## config.mk

```make
export PLATFORM = sky130hd
export DESIGN_NAME = hc_wide_add_sequencer
export DESIGN_NICKNAME = d
export VERILOG_FILES = /design/src/rtl/hcas_pkg.sv /design/src/rtl/han_carlson_adder.sv /design/src/rtl/hc_wide_add_sequencer.sv
export SDC_FILE = /design/constraint.sdc
export NUM_CORES = 1
export LEC_CHECK = 0
export BUFFER_PORTS_ARGS = -buffer_cell sky130_fd_sc_hd__buf_4
export CAP_MARGIN = 10
export CORE_ASPECT_RATIO = 0.7
export CORE_UTILIZATION = 43
export DETAILED_ROUTE_END_ITERATION = 10
export GPL_TIMING_DRIVEN = 0
export HOLD_SLACK_MARGIN = 0.1
export PLACE_DENSITY_LB_ADDON = 0.12
export SLEW_MARGIN = 20
export SYNTH_ARGS = -nofsm -noshare
export SYNTH_HDL_FRONTEND = slang
export SYNTH_HIERARCHICAL = 1
export SYNTH_SLANG_ARGS = --single-unit
export TNS_END_PERCENT = 30
```

## constraint.sdc

```tcl
create_clock -name clk -period 2.5 [get_ports clk]
set_input_delay 0.125 -clock clk [delete_from_list [all_inputs] [get_ports clk]]
set_output_delay 0.125 -clock clk [all_outputs]
set_load 0.01 [all_outputs]
```

## src/rtl/hcas_pkg.sv

```systemverilog
// Shared definitions for the wide-operand Han-Carlson add sequencer:
// FSM state encoding and the default limb geometry.
package hcas_pkg;

    typedef enum logic [1:0] {
        IDLE = 2'd0,
        RUN  = 2'd1,
        DONE = 2'd2
    } state_t;

    localparam int HCAS_WORD_W    = 16;
    localparam int HCAS_NUM_WORDS = 4;

endpackage : hcas_pkg

```

## src/rtl/han_carlson_adder.sv

```systemverilog
// WIDTH-bit Han-Carlson parallel-prefix adder (a + b + cin).
// Odd bit positions resolve their group generate through a Kogge-Stone
// tree at half density; even positions are fixed up by one final
// combine stage with their odd neighbour.
module han_carlson_adder #(
    parameter int WIDTH = 16
) (
    input  logic [WIDTH-1:0] a,
    input  logic [WIDTH-1:0] b,
    input  logic             cin,
    output logic [WIDTH-1:0] sum,
    output logic             cout
);

    logic [WIDTH-1:0] p0;
    logic [WIDTH-1:0] g0;
    logic [WIDTH-1:0] grp;
    logic [WIDTH-1:0] c;

    // Group generate G[i:0] for every bit, with cin folded into bit 0.
    function automatic logic [WIDTH-1:0] hc_group_gen(
        input logic [WIDTH-1:0] g_in,
        input logic [WIDTH-1:0] p_in
    );
        logic [WIDTH-1:0] g;
        logic [WIDTH-1:0] p;
        logic [WIDTH-1:0] g_n;
        logic [WIDTH-1:0] p_n;
        logic [WIDTH-1:0] res;
        g = g_in;
        p = p_in;
        // Odd bits absorb their even neighbour: span 2.
        g_n = g;
        p_n = p;
        for (int i = 1; i < WIDTH; i = i + 2) begin
            g_n[i] = g[i] | (p[i] & g[i-1]);
            p_n[i] = p[i] & p[i-1];
        end
        g = g_n;
        p = p_n;
        // Kogge-Stone over the odd bits only, doubling the span each level.
        for (int s = 2; s < WIDTH; s = s * 2) begin
            g_n = g;
            p_n = p;
            for (int i = 1; i < WIDTH; i = i + 2) begin
                if (i >= s) begin
                    g_n[i] = g[i] | (p[i] & g[i-s]);
                    p_n[i] = p[i] & p[i-s];
                end
            end
            g = g_n;
            p = p_n;
        end
        // Even bits close out against the finished odd bit below them.
        res = g;
        for (int i = 2; i < WIDTH; i = i + 2) begin
            res[i] = g[i] | (p[i] & g[i-1]);
        end
        return res;
    endfunction

    assign p0 = a ^ b;

    genvar gi;
    generate
        for (gi = 0; gi < WIDTH; gi++) begin : g_bit
            if (gi == 0) begin : g_lsb
                assign g0[gi] = (a[gi] & b[gi]) | (p0[gi] & cin);
                assign c[gi]  = cin;
            end else begin : g_upper
                assign g0[gi] = a[gi] & b[gi];
                assign c[gi]  = grp[gi-1];
            end
            assign sum[gi] = p0[gi] ^ c[gi];
        end
    endgenerate

    assign grp  = hc_group_gen(g0, p0);
    assign cout = grp[WIDTH-1];

endmodule : han_carlson_adder

```

## src/rtl/hc_wide_add_sequencer.sv

```systemverilog
// Multi-cycle wide adder: pushes NUM_WORDS limbs, LSB first, through one
// WORD_W-bit Han-Carlson adder with a registered carry chain.
// Optional macro HCAS_SUB_EN adds the in_sub port for A-B operation.
module hc_wide_add_sequencer
    import hcas_pkg::*;
#(
    parameter int WORD_W    = HCAS_WORD_W,
    parameter int NUM_WORDS = HCAS_NUM_WORDS
) (
    input  logic                        clk,
    input  logic                        rst,
    input  logic                        in_valid,
    output logic                        in_ready,
    input  logic [WORD_W*NUM_WORDS-1:0] in_a,
    input  logic [WORD_W*NUM_WORDS-1:0] in_b,
    input  logic                        in_cin,
`ifdef HCAS_SUB_EN
    input  logic                        in_sub,
`endif
    output logic                        out_valid,
    input  logic                        out_ready,
    output logic [WORD_W*NUM_WORDS-1:0] out_sum,
    output logic                        out_cout,
    output logic                        busy
);

    localparam int TOTAL_W = WORD_W * NUM_WORDS;
    localparam int IDX_W   = $clog2(NUM_WORDS);
    localparam logic [IDX_W-1:0] LAST_IDX = IDX_W'(NUM_WORDS - 1);

    state_t               state_reg;
    state_t               state_next;
    logic [TOTAL_W-1:0]   a_reg;
    logic [TOTAL_W-1:0]   b_reg;
    logic [TOTAL_W-1:0]   sum_reg;
    logic                 carry_reg;
    logic                 cout_reg;
    logic [IDX_W-1:0]     idx_reg;
    logic                 sub_sel;
    logic [WORD_W-1:0]    limb_sum;
    logic                 limb_cout;
    logic                 accept;
    logic                 last_limb;

`ifdef HCAS_SUB_EN
    assign sub_sel = in_sub;
`else
    assign sub_sel = 1'b0;
`endif

    assign accept    = (state_reg == IDLE) && in_valid;
    assign last_limb = (idx_reg == LAST_IDX);

    // Single limb datapath; operand registers shift right so limb idx is
    // always at the bottom and no wide index mux is needed.
    han_carlson_adder #(
        .WIDTH (WORD_W)
    ) u_limb_adder (
        .a    (a_reg[WORD_W-1:0]),
        .b    (b_reg[WORD_W-1:0]),
        .cin  (carry_reg),
        .sum  (limb_sum),
        .cout (limb_cout)
    );

    // State register.
    always_ff @(posedge clk) begin
        if (rst) begin
            state_reg <= IDLE;
        end else begin
            state_reg <= state_next;
        end
    end

    // Next-state decode.
    always_comb begin
        state_next = state_reg;
        case (state_reg)
            IDLE:    if (in_valid)  state_next = RUN;
            RUN:     if (last_limb) state_next = DONE;
            DONE:    if (out_ready) state_next = IDLE;
            default:                state_next = IDLE;
        endcase
    end

    // Handshake/status outputs, decoded from the state register only.
    always_comb begin
        in_ready  = 1'b0;
        out_valid = 1'b0;
        busy      = 1'b0;
        case (state_reg)
            IDLE:    in_ready  = 1'b1;
            RUN:     busy      = 1'b1;
            DONE: begin
                out_valid = 1'b1;
                busy      = 1'b1;
            end
            default: in_ready  = 1'b0;
        endcase
    end

    // Operand capture, limb stepping and result assembly. The sum register
    // fills from the top so after NUM_WORDS steps limb 0 sits at the bottom.
    always_ff @(posedge clk) begin
        if (rst) begin
            a_reg     <= '0;
            b_reg     <= '0;
            sum_reg   <= '0;
            carry_reg <= 1'b0;
            cout_reg  <= 1'b0;
            idx_reg   <= '0;
        end else if (accept) begin
            a_reg     <= in_a;
            b_reg     <= sub_sel ? ~in_b : in_b;
            carry_reg <= sub_sel ? 1'b1 : in_cin;
            idx_reg   <= '0;
        end else if (state_reg == RUN) begin
            a_reg     <= a_reg >> WORD_W;
            b_reg     <= b_reg >> WORD_W;
            sum_reg   <= {limb_sum, sum_reg[TOTAL_W-1:WORD_W]};
            carry_reg <= limb_cout;
            idx_reg   <= idx_reg + 1'b1;
            if (last_limb) begin
                cout_reg <= limb_cout;
            end
        end
    end

    assign out_sum  = sum_reg;
    assign out_cout = cout_reg;

endmodule : hc_wide_add_sequencer
```

==> metrics <==
Critical Path RT 2.81 ns; Worst Path Arrival 2.88 ns; Pwr Density 939 mW/mm^2; fin worst setup slack -0.0686 ns; RSZ-0062 raised after global routing yes; die height 121 um; setup violators final 5; YS warnings 6; die width 171 um; clk sinks 198; most frequent CP cell fa_2; Pwr Total 11.7 mW; Area growth, synth to finish 44.6%; R2R depth 10; per-cell routed wire length 17.9 um; mapped cell area 0.00864 sq mm; routed via count 7772; drt total wl 27200 um; Finished Layout Cells 1523; Gate Count Post-Synth 896; Top Family by Delay on Critical Path adder cells; static leakage 5.18 nW; M1 WL 13800 um; H-tree levels 4; Peak VDD IR 0.000550 V; maxcap violations 0; share of cells above drive strength 1 22.0%; initial antenna violation count 0; min Tclk post-route 2.57 ns; Slew HR 50.7%; Boundary Pins 201; DR DRC count 0; Placer Congestion 0.844; Yosys reg bits 198; sequential fraction of the synthesis area 45.9%; Avg Cell Area, Syn 9.64 sq um; failing checks setup timing; pin count of the biggest net entering global routing 18; worst-path maximum fanout 4; Levels on crit path 10; # rows 42; CP peak stage delay 0.43 ns; Final Skew 0.00969 ns; Antenna diodes 0; period utilisation layout 103%; TritonCTS Buffers 17; DRT iter0 DRCs 469; area of the die 0.0207 sq mm; Setup crit start kind flip-flop; DP Cell Count 1359; Worst Hold Class input pin to flip-flop; status finished, violations left; number of global-route vias before repair 7736; Hold Path Stages 4; port buffer count 199; clk_lat worst skew 0.44 ns; drt pass-1 iters 5; Setup Total Neg Slack -0.161 ns; fillers 1613; CP Class flip-flop to flip-flop; Detailed Place HPWL 19500 um; Core ar. 0.0193 sq mm; top sig layer met4; slowest cell on the critical path fa_1; Detail Route Antenna Nets 0; met3 WL 1270 um; grt total ovfl 0; CTS root buffer clkbuf_16; Starting Density 44.8%; Worst Setup End Kind flip-flop; f_max 0.389 GHz; actual slew at the worst max-slew pin 0.740 ns; GRT Total Usage 27.1%; global-route wire length before repair 42100 um; Clock Path Buffers 2; Clk pin slew, worst setup/hold paths 0.07 ns; met2 WL 11800 um; Yosys cell types 33; final core occ 64.7%; Post-Syn Nets 1057; CTS tree built; max-slew violations 0; Via density 5.10; CP Cell Sequence inv_2 > fa_2 > fa_2 > nand2b_4 > a21oi_4 > o211ai_4 > a31oi_4 > fa_1 > mux2i_1 > nor2_1; final hold viol count 0; Bufs and invs on worst path 1; nets 1407
## layout by cell type, fill, tap and decap left out, types with 3 or more instances in the layout
master         Yosys  layout
clkbuf_1          33      33
nor2_1           166     166
nand3b_1          32      32
dlygate4sd3_1      0     129
nand2b_1           6       5
nand2_1           38      38
a21oi_1           43      41
ha_1              19      19
inv_6              0       3
bufinv_16          0       4
xor2_1             5       4
xnor2_1            3       3
buf_4              7     209
clkinv_4           0       3
fa_1               9       7
clkbuf_16          0      17
dfxtp_1          198     196
mux2i_1          164     164
buf_1             11      11
o21ai_0            6       4
buf_2             21      21
inv_1             21      19
a211oi_1          97      97
## layout make-up
type / instances / area, sq um / share of cell area (%)
sequential: 198 / 3970 / 31.8
tap: 264 / 330 / 2.65
clock buffer: 19 / 453 / 3.63
clock inverter: 13 / 193 / 1.54
multi-input combinational: 604 / 4320 / 34.6
inverter: 21 / 78.8 / 0.631
buffer: 73 / 334 / 2.68
timing repair buffer: 331 / 2810 / 22.5
## timing repair
item	4_1_cts	5_1_grt
setup endpoints to repair	8	8
pin swaps	7	4
setup buffers	2	1
gates resized for setup	13	0
hold buffers	129	0
endpoints found under the hold margin	129	0
## worst reg2reg max path, cell delays in order (launching register included)
cell,delay (ns)
dfxtp_2,0.33
inv_2,0.04
fa_2,0.38
fa_2,0.38
nand2b_4,0.17
a21oi_4,0.20
o211ai_4,0.13
a31oi_4,0.20
fa_1,0.43
mux2i_1,0.14
nor2_1,0.05
## report_power, final
part / total, mW / internal, mW / switching (mW) / leakage (nW)
Combinational: 4.28 / 1.97 / 2.31 / 3.24
Clock: 3.00 / 1.74 / 1.26 / 0.311
Sequential: 4.44 / 3.86 / 0.588 / 1.62
Total: 11.7 / 7.57 / 4.16 / 5.18
## per-layer routing
metal	vias up	track usage (%)
li1	3831	-
met1	3681	40.3
met2	230	40.4
met3	30	3.86
met4	0	7.76
met5	-	0
## kinds of logic (layout without fill, tap and decap cells)
kind of cell	count (synthesis)	count (layout)	synth area share [%]
simple gates	249	249	12.5
buf+inv	94	457	4.78
xor+xnor	8	8	0.811
compound gates	155	155	12.1
fa+ha+maj	28	28	4.84
mux	164	164	19.0
flops	198	198	45.9
## through the flow
stage          hold WS, ns  cell area [sq um]  setup slack [ns]
2_1_floorplan        0.261               8650            0.0182
3_3_place_gp         0.377              10500            -0.204
3_5_place_dp         0.385              10500            -0.194
4_1_cts              0.135              12500           -0.0500
5_1_grt              0.154              12500            -0.157
6_report             0.158              12500           -0.0686
## cell usage after synthesis
cell,n,area [sq um]
and2_1,1,6.26
a222oi_1,1,10.0
nand2b_1,6,37.5
o211ai_2,1,12.5
ha_1,19,238
o21ai_0,6,30.0
clkbuf_1,33,124
buf_2,21,105
o211ai_1,2,15.0
nand4_1,1,6.26
a21oi_1,43,215
nand3_1,1,5.00
buf_4,7,52.6
inv_1,21,78.8
buf_1,11,41.3
a32o_1,1,10.0
buf_6,1,11.3
nor3_1,2,10.0
fa_1,9,180
o22ai_1,1,6.26
a21o_1,1,7.51
xnor2_1,3,26.3
nand2_2,1,6.26
a211oi_1,97,728
xor2_1,5,43.8
nand3b_1,32,240
nor2_1,166,623
o21a_1,1,7.51
nor2b_1,1,6.26
a31oi_1,1,6.26
mux2i_1,164,1640
dfxtp_1,198,3960
nand2_1,38,143
## final timing paths
kind | slack (ns) | endpoint | startpoint
min reg2reg | 0.49 | a_reg[49]$_SDFFE_PP0P_ | a_reg[49]$_SDFFE_PP0P_
max reg2reg | -0.07 | out_sum[62]$_SDFFE_PP0P_ | carry_reg$_SDFFE_PP0P_
max | -0.07 | out_sum[62]$_SDFFE_PP0P_ | carry_reg$_SDFFE_PP0P_
min | 0.16 | state_reg[0]$_SDFFE_PP0P_ | out_ready
(Power assumes the default switching activity.)
